### src/rtl/serial_subtractor.sv
// Bit-serial subtractor: diff = a - b - b_in, LSB first, one full-subtractor
// stage per clock. Start/busy/done handshake; result and final borrow are
// registered and held until the next operation completes.
module serial_subtractor #(
  parameter int unsigned WIDTH = 4,
  parameter int unsigned CNT_W = 3
) (
  input  logic             clk,
  input  logic             rst_n,
  input  logic             start,
  input  logic [WIDTH-1:0] a,
  input  logic [WIDTH-1:0] b,
  input  logic             b_in,
  output logic             busy,
  output logic             done,
  output logic [WIDTH-1:0] diff,
  output logic             b_out
);

  typedef enum logic [1:0] {
    StIdle,
    StShift,
    StDone
  } state_e;

  state_e           state_q;
  logic [WIDTH-1:0] sa_q;
  logic [WIDTH-1:0] sb_q;
  logic [WIDTH-1:0] sd_q;
  logic             borrow_q;
  logic [CNT_W-1:0] cnt_q;

  logic             d_bit;
  logic             borrow_d;
  logic [WIDTH-1:0] sd_d;
  logic             last_bit;

  // Single full-subtractor cell operating on the current LSBs.
  always_comb begin
    d_bit    = sa_q[0] ^ sb_q[0] ^ borrow_q;
    borrow_d = (~sa_q[0] & sb_q[0]) | (~(sa_q[0] ^ sb_q[0]) & borrow_q);
    sd_d     = {d_bit, sd_q[WIDTH-1:1]};
    last_bit = (cnt_q == CNT_W'(WIDTH - 1));
  end

  // Control FSM with datapath shift registers and registered handshake outputs.
  always_ff @(posedge clk or negedge rst_n) begin
    if (!rst_n) begin
      state_q  <= StIdle;
      sa_q     <= '0;
      sb_q     <= '0;
      sd_q     <= '0;
      borrow_q <= 1'b0;
      cnt_q    <= '0;
      busy     <= 1'b0;
      done     <= 1'b0;
      diff     <= '0;
      b_out    <= 1'b0;
    end else begin
      case (state_q)
        StIdle: begin
          if (start) begin
            sa_q     <= a;
            sb_q     <= b;
            borrow_q <= b_in;
            sd_q     <= '0;
            cnt_q    <= '0;
            busy     <= 1'b1;
            state_q  <= StShift;
          end
        end
        StShift: begin
          sa_q     <= sa_q >> 1;
          sb_q     <= sb_q >> 1;
          sd_q     <= sd_d;
          borrow_q <= borrow_d;
          cnt_q    <= cnt_q + 1'b1;
          // Final stage publishes the result together with the done pulse.
          if (last_bit) begin
            diff    <= sd_d;
            b_out   <= borrow_d;
            done    <= 1'b1;
            state_q <= StDone;
          end
        end
        StDone: begin
          done    <= 1'b0;
          busy    <= 1'b0;
          state_q <= StIdle;
        end
        default: begin
          done    <= 1'b0;
          busy    <= 1'b0;
          state_q <= StIdle;
        end
      endcase
    end
  end

endmodule

### config.mk
export PLATFORM = sky130hd
export DESIGN_NAME = serial_subtractor
export DESIGN_NICKNAME = d
export VERILOG_FILES = /design/src/rtl/serial_subtractor.sv
export SDC_FILE = /design/constraint.sdc
export NUM_CORES = 1
export LEC_CHECK = 0
export CORE_MARGIN = 1
export CORE_UTILIZATION = 30
export DETAILED_ROUTE_END_ITERATION = 6
export GPL_TIMING_DRIVEN = 1
export SYNTH_ARGS = -nofsm -noshare
export SYNTH_HDL_FRONTEND = slang
export SYNTH_SLANG_ARGS = --single-unit
### constraint.sdc
create_clock -name clk -period 2.26 [get_ports clk]
set_clock_uncertainty 0.2 [all_clocks]
set_input_delay 0.565 -clock clk [delete_from_list [all_inputs] [get_ports clk]]
set_output_delay 0.565 -clock clk [all_outputs]
set_load 0.02 [all_outputs]
==> flow_summary.toml, run 1 <==
[clocking]
cts-resized-gates = 0
clkLatencyLatePin_ns = 0.26
h-tree-depth = 1
cts_buffers = 3
clk_pin_slew_ns = 0.09
cts_buffer_depth = 2
cts_hold_buffers = 0
root_buffer = "clkbuf_8"
numClockSinks = 24
cts_tree = "yes"
post-cts-setup-buffers = 0

[synthesis]
synth_area_leader_cell = "dfrtp_1"
syn_area_um2 = 1160
syn_inst = 86
syn_avg_cell_area_um2 = 13.5
synth_seq_area_share_pct = 51.9
synth_top_area_share_pct = 51.9
synth_cell_types = 23
synthTopCellsByArea = "dfrtp_1, a22o_1, a211oi_2"
synth.net_count = 101
yosysWarningCount = 0
ys_ff_latch = 24

[drt]
wl_per_cell_um = 12.5
drtIter0Drc = 20
antenna_left = 0
vias = 711
drt_wl_total_um = 1900
dr.pass1.iters = 3
drc_errors = 0
detail_route.vias_per_cell = 4.68

[worst_setup_path]
cpMaxStageDelayCell = "clkdlybuf4s50_1"
cp_num_buf_inv = 1
path_class = "reg -> out"
critical_path_required_ns = 1.49
start_kind = "flop"
critPathMaxFanout = 2
worst_setup_path_end_kind = "output pin"
crit_chain = "clkdlybuf4s50_1"
slowest_delay_ns = 0.61
arrival_ns = 1.24
critPathTopFamily = "buffers and inverters"

[floorplanning]
die_h_um = 64.1
die-area_um2 = 4110
boundaryPins = 19
rows = 22
start_util_pct = 31.4
coreArea_um2 = 3690
die_w_um = 64.1

[placed_design]
dp_hpwl_um = 1300
gp_congestion = 0.641
io_buffers = 18
dpl_cell_area_um2 = 1360
post-place-ws_ns = 0.151

[pwr]
power_density_nw_per_um2 = 1420
vdd_drop_max_v = 0.000415
p_leak_nw = 0.633

[finish]
n_fill_cell = 367
antenna_cells = 0
final_cell_mix = "dfrtp_1, clkdlybuf4s50_1, inv_1"
mostFrequentLayoutCell = "dfrtp_1"
drive_gt1_share_pct = 17.3
finish.instance_area_um2 = 1430
multi_input_area_um2 = 457
area_delta_synth_final_pct = 23.5
seqCellArea_um2 = 601
final_nets = 120

[global_route]
grt_pass1_vias = 706
grt.overflow.total = 0
grt_pass1_wl_um = 3200
grt_usage_pct = 10.2
antenna_found_initial = 0
grt_max_degree = 25

[sta]
setup_viol = 0
final-max-slew-violation-count = 0
fin_crit_sh_pct = 88.5
setup-tns-final_ns = 0
period_needed_ns = 2.00
timing.fmax_mhz = 500
setup_ws_ns = 0.259
max_slew_margin_pct = 52.9
hold_viol = 0
worst_pin_slew_ns = 0.707
rsz0062_at_grt = "no"

[hold_path]
worst_hold_path_type = "reg -> reg"

[run_status]
status = "complete, no violations"

[job]
cap_violations = 0
## synth_stat cells
library cell and number:
nor2_1 1, nor2b_4 1, mux2_1 4, ha_1 2, a221oi_2 1, buf_2 2
fa_1 1, nand2b_1 1, inv_1 12, a211oi_2 4, a211oi_1 1, nor4b_1 4
nor3b_1 6, mux2_2 1, buf_6 4, mux2i_1 1, a221oi_1 1, a22o_1 7
nor4b_2 3, o21bai_4 1, nand3b_4 1, a21oi_1 3, dfrtp_1 24
## cells by family after synthesis
kind of cell	synth area share, %
simple gates	14.6
buf+inv	8.65
fa+ha+maj	3.89
flops	51.9
compound gates	15.2
mux	5.73
## worst paths after layout
check	start	endpoint	slack, ns	cells past startpoint
max	done$_DFFE_PN0P_	done	0.26	1
min	sd_q[1]$_DFFE_PN0P_	diff[0]$_DFFE_PN0P_	0.29	1
max reg2reg	state_q[0]$_DFFE_PN0P_	cnt_q[0]$_DFFE_PN0P_	0.52	2
min reg2reg	sd_q[1]$_DFFE_PN0P_	diff[0]$_DFFE_PN0P_	0.29	1
max in group asynchronous	rst_n	sa_q[1]$_DFFE_PN0P_	1.17	2
min in group asynchronous	rst_n	borrow_q$_DFFE_PN0P_	0.46	2
## stage by stage
stage               util, %  instances  total power, mW  hold slack, ns
CTS                    38.7        152             2.06           0.300
global route           38.7        152             2.18           0.307
detailed placement     36.8        148             1.68           0.280
global placement       36.8        148             1.65           0.272
floorplan                 -         86             1.47          0.0694
finish                 38.7        152             2.03           0.292
## routing by layer
layer / track usage (%) / vias up / share of wire (%) / wire length (µm)
li1: - / 342 / - / -
met1: 13.2 / 352 / 50 / 948
met2: 16.4 / 13 / 45 / 864
met3: 1.79 / 4 / 2.8 / 54
met4: 5.00 / 0 / 1.8 / 34
met5: 0 / - / 0 / 0
## layout make-up
cell class	count	share of cell area [%]
inverter	12	3.15
multi-input combinational	44	32.0
clock buffer	3	2.89
timing repair buffer	20	13.7
tap	48	4.20
sequential	24	42.0
clock inverter	1	2.10
## flip-flops by register name (all words and copies together), names as in the netlist
signal and flops:
sa_q 4, state_q 2, borrow_q 1, sd_q 3, done 1, b_out 1
sb_q 4, cnt_q 3, diff 4, busy 1
## where the power goes
group	switching [mW]	internal, mW
Sequential	0.154	0.630
Clock	0.137	0.237
Combinational	0.415	0.458
Total	0.706	1.33
No activity file was read; power rests on OpenSTA's default activity.
==> inputs of run 2 (changes only) <==
clock period = 2.1 ns   (was 2.26 ns; I/O delays follow)
==> run 2 against run 1 <==
Against the previous run: combinational power is 15% higher; final area increased by 2.1%; die area stayed put; first-iteration DRC count is 95% higher; clock-buffer cell count is the same; routed wire length is 1.0% higher; power up 9.3%; global-route usage rose by 0.40 points.
==> flow_summary.toml, run 2 (same netlist as run 1, synthesis figures left out) <==
[run_status]
status = "complete, no violations"

[placed_design]
gp_congestion = 0.701
io_buffers = 18
dp_hpwl_um = 1360
post-place-ws_ns = 0.143

[sta]
setup_viol = 0
setup-tns-final_ns = 0
hold_viol = 0
fin_crit_sh_pct = 93.0
max_slew_margin_pct = 77.2
rsz0062_at_grt = "no"
worst_pin_slew_ns = 0.338
period_needed_ns = 1.95
timing.fmax_mhz = 512
setup_ws_ns = 0.148
final-max-slew-violation-count = 0

[drt]
drt_wl_total_um = 1920
detail_route.vias_per_cell = 4.65
vias = 726
wl_per_cell_um = 12.3
dr.pass1.iters = 4
drc_errors = 0
antenna_left = 0
drtIter0Drc = 39

[floorplanning]
start_util_pct = 31.4
die_h_um = 64.1
rows = 22
boundaryPins = 19
die_w_um = 64.1
coreArea_um2 = 3690
die-area_um2 = 4110

[finish]
area_delta_synth_final_pct = 26.1
n_fill_cell = 359
final_cell_mix = "dfrtp_1, clkdlybuf4s50_1, inv_1"
mostFrequentLayoutCell = "dfrtp_1"
top_regs = "diff: 4 flops, sa_q: 4 flops, sb_q: 4 flops"
postLayoutCoreUtil_pct = 39.6
drive_gt1_share_pct = 20.4
antenna_cells = 0
final_nets = 124

[clocking]
root_buffer = "clkbuf_8"
clkLatencyLatePin_ns = 0.26
cts_buffer_depth = 2
cts_buffers = 3
numClockSinks = 24
clk_pin_slew_ns = 0.08
cts_hold_buffers = 0
h-tree-depth = 1
cts-resized-gates = 0
cts_tree = "yes"
post-cts-setup-buffers = 0

[worst_setup_path]
start_kind = "flop"
crit_chain = "clkdlybuf4s50_1"
critical_path_required_ns = 1.37
arrival_ns = 1.23
critPathTopFamily = "buffers and inverters"
slowest_delay_ns = 0.61
cpMaxStageDelayCell = "clkdlybuf4s50_1"
path_class = "reg -> out"
critPathMaxFanout = 2
cp_num_buf_inv = 1
worst_setup_path_end_kind = "output pin"

[global_route]
grt_pass1_wl_um = 3330
grt_usage_pct = 10.6
grt_max_degree = 25
grt_pass1_vias = 736
antenna_found_initial = 0
grt.overflow.total = 0

[pwr]
p_leak_nw = 0.652
vdd_drop_max_v = 0.000352
power_density_nw_per_um2 = 1520

[job]
cap_violations = 0

[hold_path]
worst_hold_path_type = "reg -> reg"
-- run 2: cell types whose count changed in the layout (fill, tap and decap cells not counted) --
cell   change
buf_4      +4
-- run 2: power by group --
| group | switching (mW) | internal [mW] | total (mW) | leakage (nW) |
|---|---|---|---|---|
| Sequential | 0.139 | 0.679 | 0.819 | 0.293 |
| Combinational | 0.479 | 0.525 | 1.00 | 0.323 |
| Clock | 0.144 | 0.254 | 0.398 | 0.0357 |
-- run 2: metal layers --
metal  global-route usage (%)  vias to the layer above  routed length (µm)
met5                        0                        -                   0
met3                     1.43                        2                  58
met2                     16.6                       11                 897
li1                         -                      352                   -
met4                     5.83                        0                  27
met1                     14.1                      361                 937
-- run 2: path summary, 6_finish.rpt --
path                                 startpoint                  end  slack [ns]  depth (start not counted)
max in group asynchronous                 rst_n  sa_q[2]$_DFFE_PN0P_        1.06                          2
min reg2reg                 diff[3]$_DFFE_PN0P_  diff[3]$_DFFE_PN0P_        0.29                          1
max reg2reg                cnt_q[0]$_DFFE_PN0P_  diff[1]$_DFFE_PN0P_        0.46                          4
min in group asynchronous                 rst_n     busy$_DFFE_PN0P_        0.41                          2
min                         diff[3]$_DFFE_PN0P_  diff[3]$_DFFE_PN0P_        0.29                          1
max                            done$_DFFE_PN0P_                 done        0.15                          1
-- run 2: stage by stage --
step	power (mW)	instances	hold slack (ns)	cell area (µm²)
floorplan	1.58	86	0.0294	1160
global placement	1.82	152	0.273	1390
detailed placement	1.84	152	0.280	1390
CTS	2.25	156	0.300	1460
global route	2.40	156	0.320	1460
finish	2.22	156	0.293	1460
-- run 2: layout make-up --
cell class / count / area (µm²) / share of cell area, %
Sequential cell: 24 / 601 / 41.2
Clock inverter: 1 / 30.0 / 2.06
Multi-Input combinational cell: 44 / 457 / 31.3
Clock buffer: 3 / 41.3 / 2.83
Timing Repair Buffer: 24 / 225 / 15.4
Tap cell: 48 / 60.1 / 4.12
Inverter: 12 / 45.0 / 3.09
